--- src/rtl/decode_stage.sv ---
// Instruction-decode stage: IF/ID pipeline register, 32-entry register file
// with write-through bypass, and pure-slice field decode of the latched word.
module decode_stage #(
  parameter int DATA_W = 32,
  parameter int NREGS  = 32
) (
  input  logic              clk,
  input  logic              reset,
  input  logic              stall,
  input  logic              flush,
  input  logic [31:0]       if_instr,
  input  logic [31:0]       if_pc_plus4,
  input  logic              if_valid,
  input  logic              wb_we,
  input  logic [4:0]        wb_addr,
  input  logic [DATA_W-1:0] wb_data,
  output logic              id_valid,
  output logic [31:0]       id_pc_plus4,
  output logic [5:0]        id_opcode,
  output logic [4:0]        id_rs,
  output logic [4:0]        id_rt,
  output logic [4:0]        id_rd,
  output logic [4:0]        id_shamt,
  output logic [5:0]        id_funct,
  output logic [15:0]       id_imm16,
  output logic [25:0]       id_jtarget,
  output logic [DATA_W-1:0] id_rs_data,
  output logic [DATA_W-1:0] id_rt_data
);

  logic [31:0]       instr_q, instr_d;
  logic [31:0]       pc_q, pc_d;
  logic              valid_q, valid_d;
  logic [DATA_W-1:0] rf_q [NREGS];
  logic              wb_write;

  // Register 0 is hard-wired to zero, so writes aimed at it never land.
  assign wb_write = wb_we && (wb_addr != 5'd0) && (int'(wb_addr) < NREGS);

  // IF/ID next-state: flush beats stall, stall beats load.
  always_comb begin
    instr_d = if_instr;
    pc_d    = if_pc_plus4;
    valid_d = if_valid;
    if (flush) begin
      instr_d = 32'h0000_0000;
      pc_d    = 32'h0;
      valid_d = 1'b0;
    end else if (stall) begin
      instr_d = instr_q;
      pc_d    = pc_q;
      valid_d = valid_q;
    end
  end

  // IF/ID pipeline register with synchronous reset.
  always_ff @(posedge clk) begin
    if (reset) begin
      instr_q <= 32'h0;
      pc_q    <= 32'h0;
      valid_q <= 1'b0;
    end else begin
      instr_q <= instr_d;
      pc_q    <= pc_d;
      valid_q <= valid_d;
    end
  end

  // Register-file write port; independent of stall and flush.
  always_ff @(posedge clk) begin
    if (reset) begin
      for (int i = 0; i < NREGS; i++) rf_q[i] <= '0;
    end else if (wb_write) begin
      rf_q[wb_addr] <= wb_data;
    end
  end

  assign id_valid    = valid_q;
  assign id_pc_plus4 = pc_q;
  assign id_opcode   = instr_q[31:26];
  assign id_rs       = instr_q[25:21];
  assign id_rt       = instr_q[20:16];
  assign id_rd       = instr_q[15:11];
  assign id_shamt    = instr_q[10:6];
  assign id_funct    = instr_q[5:0];
  assign id_imm16    = instr_q[15:0];
  assign id_jtarget  = instr_q[25:0];

  // rs read port: zero for r0, same-cycle write-back wins over the array.
  always_comb begin
    id_rs_data = '0;
    if (id_rs != 5'd0 && int'(id_rs) < NREGS) begin
      if (wb_write && wb_addr == id_rs) id_rs_data = wb_data;
      else                              id_rs_data = rf_q[id_rs];
    end
  end

  // rt read port: bypassed independently of rs.
  always_comb begin
    id_rt_data = '0;
    if (id_rt != 5'd0 && int'(id_rt) < NREGS) begin
      if (wb_write && wb_addr == id_rt) id_rt_data = wb_data;
      else                              id_rt_data = rf_q[id_rt];
    end
  end

endmodule
--- config.mk ---
export PLATFORM = sky130hd
export DESIGN_NAME = decode_stage
export DESIGN_NICKNAME = d
export VERILOG_FILES = /design/src/rtl/decode_stage.sv
export SDC_FILE = /design/constraint.sdc
export NUM_CORES = 2
export LEC_CHECK = 0
export ABC_AREA = 1
export CELL_PAD_IN_SITES_DETAIL_PLACEMENT = 0
export CELL_PAD_IN_SITES_GLOBAL_PLACEMENT = 1
export CORE_AREA = 10 10 335 498
export CTS_CLUSTER_DIAMETER = 30
export DETAILED_ROUTE_END_ITERATION = 10
export DIE_AREA = 0 0 345 508
export PLACE_DENSITY_LB_ADDON = 0.1
export SLEW_MARGIN = 30
export SYNTH_ARGS = -nofsm -noshare
export SYNTH_HDL_FRONTEND = slang
export SYNTH_SLANG_ARGS = --single-unit
--- constraint.sdc ---
create_clock -name clk -period 3.4 [get_ports clk]
set_clock_uncertainty 0.15 [all_clocks]
set_input_delay 0.51 -clock clk [delete_from_list [all_inputs] [get_ports clk]]
set_output_delay 0.51 -clock clk [all_outputs]
set_load 0.01 [all_outputs]
==> metrics.csv <==
metric,value,unit
final net count,8972,
GRT Residual Overflow,0,
Die Ht,508,µm
die area,0.175,mm²
post-route cell area,0.0880,mm²
PwrDens,511,mW/mm²
DR DRC count,0,
cell accounting for the most synthesized area,edfxtp_1,
fmax,0.277,GHz
setup ws final,-0.206,ns
routed wire length,324,mm
crit path cell chain,buf_12 > clkinv_16 > buf_16 > buf_16 > clkbuf_16 > nand2_4 > nand3_2 > nand3_2 > nand3_4 > nand3_4 > nand2_8 > a21oi_2 > buf_2,
"FF+latch count, synth",1099,
average size of a mapped cell,7.51,µm²
failing checks,setup timing,
Startpoint Class,register,
CP max stage delay,0.40,ns
worst reg2reg path startpoint,instr_q[21],
hold path start,if_instr[5],
min Tclk post-route,3.61,ns
crit path max fanout,8,
PortBufs,277,
overall power,45000,µW
via count,64900,
"setup slack, reg-to-reg",2.25,ns
initial core utilization,0.396,
area grow syn2layout,40.5,%
DRT antenna net count,0,
Multi-input gate area,0.0276,mm²
H-tree depth,4,
"Period Utilization, post-route",1.06,
Worst-Margin Slew,0.690,ns
Synth area leaders,"edfxtp_1, nand3_1, nand2_1",
DP HPWL,179,mm
Initial DRC Count,8769,
CTS root buf,clkbuf_16,
Sequential Area,0.0323,mm²
Die Width,345,µm
layout cell share with drive strength beyond 1,0.215,
distinct cell type count after synthesis,25,
Cell Int Power,32400,µW
core area,0.158,mm²
Worst-path clk slew,0.06,ns
sw frac,0.280,
Critical Path Slowest Stage Cell,dfxtp_4,
gpl congestion,0.881,
Mapped Area,0.0626,mm²
vias in the first global route,62100,
Net Sw Power,12600,µW
Top Family by Delay on Critical Path,buffers and inverters,
Worst EP required,2.74,ns
post-synthesis sequential area ratio,0.515,
max_slew headroom,0.540,
Vias/cell,5.82,
Min Hold Slack,0.0471,ns
CTS tree,done,
dpl cell area,0.0705,mm²
Fill cells,14200,
sequential power share,0.350,
First-pass DRT Iterations,8,
Final Hold Fails,0,
status,"complete, but fails checks",
Hold Path Class,in -> reg,
Boundary Pins,278,
GRT Overall Usage,0.346,
Buf/Inv on CP,6,
largest net degree at the start of global routing,62,
Lkg Pwr,0.0388,µW
Gate Count Post-Synth,8335,
endpoints failing setup,64,
top cell type's share of synthesized area,0.491,
nature of the critical path endpoint,primary output,
Clk pwr share,0.508,
power share of the combinational group,0.142,
CTS buffer count,233,
Clock Latency Late Sink,0.86,ns
clk buf depth,3,
Maximum Capacitance Violations,0,
drt wl/cell,29.0,µm
global-route wire length before repair,443,mm
initial antenna violation count,4,
kind of critical path,reg -> out,
num rows,179,
Worst VDD drop,0.487,mV
RSZ-0062 raised after global routing,true,
crit path DAT,2.95,ns
max-slew violations,0,
Syn. warnings,0,
clock sink count,1099,
==> cell usage in the layout, fill, tap and decap left out, types with 5 or more instances in the layout <==
| cell type | count |
|---|---|
| conb_1 | 32 |
| inv_1 | 1039 |
| bufbuf_16 | 13 |
| clkinv_1 | 23 |
| clkdlybuf4s50_1 | 211 |
| buf_4 | 273 |
| buf_6 | 61 |
| clkinv_4 | 18 |
| nand2_1 | 2089 |
| clkbuf_1 | 17 |
| clkinvlp_4 | 37 |
| clkinv_2 | 36 |
| bufinv_16 | 26 |
| o211ai_1 | 64 |
| nand2_4 | 57 |
| buf_12 | 188 |
| inv_8 | 6 |
| edfxtp_1 | 1024 |
| dfxtp_2 | 5 |
| dfxtp_4 | 8 |
| nor2_1 | 1034 |
| nand3_1 | 1425 |
| dfxtp_1 | 62 |
| nand2_2 | 161 |
| a21oi_1 | 72 |
| nand3_4 | 68 |
| buf_16 | 108 |
| nand3_2 | 412 |
| clkbuf_16 | 274 |
| buf_8 | 18 |
| inv_6 | 33 |
| inv_16 | 5 |
| buf_2 | 59 |
| nor3_1 | 8 |
| a21oi_2 | 51 |
==> worst paths after layout <==
kind | endpoint | cells after the start
hold / removal | instr_q[5] | 3
setup reg to reg | instr_q[21] | 2
setup / recovery | id_rt_data[31] | 13
hold reg to reg | id_pc_plus4[8] | 2
==> power by group through the flow <==
stage	clock network, µW	logic, µW	registers (µW)
floorplan	0	2630	15900
global placement	0	5050	16000
detailed placement	0	5060	16000
CTS	23000	5830	15700
global route	23600	6720	15800
finish	22900	6400	15700
==> area by class of cell <==
class | count | area share
clock inverters | 178 | 0.0213
repair inverters | 6 | 0.000782
repair buffers | 975 | 0.154
flip-flops and latches | 1099 | 0.367
clock buffers | 254 | 0.0680
inverters | 1050 | 0.0460
multi-input cells | 5500 | 0.313
diodes | 3 | 0.0000853
well taps | 2081 | 0.0296
==> sequential cells by signal, indices dropped and copies added (netlist names), named ones only <==
name and count:
rf_q 1024, id_valid 1, instr_q 32, id_pc_plus4 32
==> stage by stage <==
step                      instances  setup TNS (ns)  setup WS, ns  utilization
final                         11100           -6.46        -0.206        0.557
after global routing          11100          -10.34        -0.272        0.557
after CTS                     11100           -9.03        -0.279        0.535
after detailed placement      10400           -2.16        -0.150        0.446
after global placement        10400           -1.52        -0.157        0.446
after floorplan                8366               0         0.485            -
==> logic make-up after synthesis <==
kind of cell           after synthesis  synth area share
XOR/XNOR                             6          0.000839
AND/OR/NAND/NOR                   5266             0.354
buffers and inverters             1767             0.111
other                                1         0.0000599
flip-flops                        1099             0.515
AO/OA/AOI/OAI                      196            0.0184
==> synth_stat cells <==
library cell and number:
nor2_1 1039, o21ai_2 1, o211ai_1 64, nand2_1 2309, buf_1 92, a21oi_1 127, xnor2_1 2, or2_2 1
buf_4 42, inv_2 3, nand4_1 1, edfxtp_1 1024, inv_1 1044, conb_1 1, a211oi_1 4, nor3_1 8
xor2_1 4, buf_2 149, nand3_1 1905, nor3_2 2, dfxtp_1 75, clkinv_1 3, nor4_1 1, clkbuf_1 432
clkbuf_2 2
==> tightest hold or removal path: cells and delay by family <==
kind / cells / cell delay, ns
simple gates: 1 / 0.06
compound gates: 1 / 0.05
buf+inv: 1 / 0.39
==> metal layers <==
metal | part of all wire | GRT usage | up-vias
met5 | 0 | 0 | -
met4 | 0.076 | 0.225 | 0
met3 | 0.12 | 0.0860 | 1212
met2 | 0.45 | 0.549 | 4513
met1 | 0.36 | 0.418 | 31200
li1 | - | - | 27900
==> timing repair <==
action | in CTS | in global routing
hold buffers | 4 | 0
setup buffers | 123 | 44
resized for setup | 884 | 501
setup endpoints to repair | 64 | 64
hold endpoints to repair | 19 | 0
gates cloned | 82 | 49
pin swaps | 213 | 269
No activity file was read; power rests on OpenSTA's default activity.
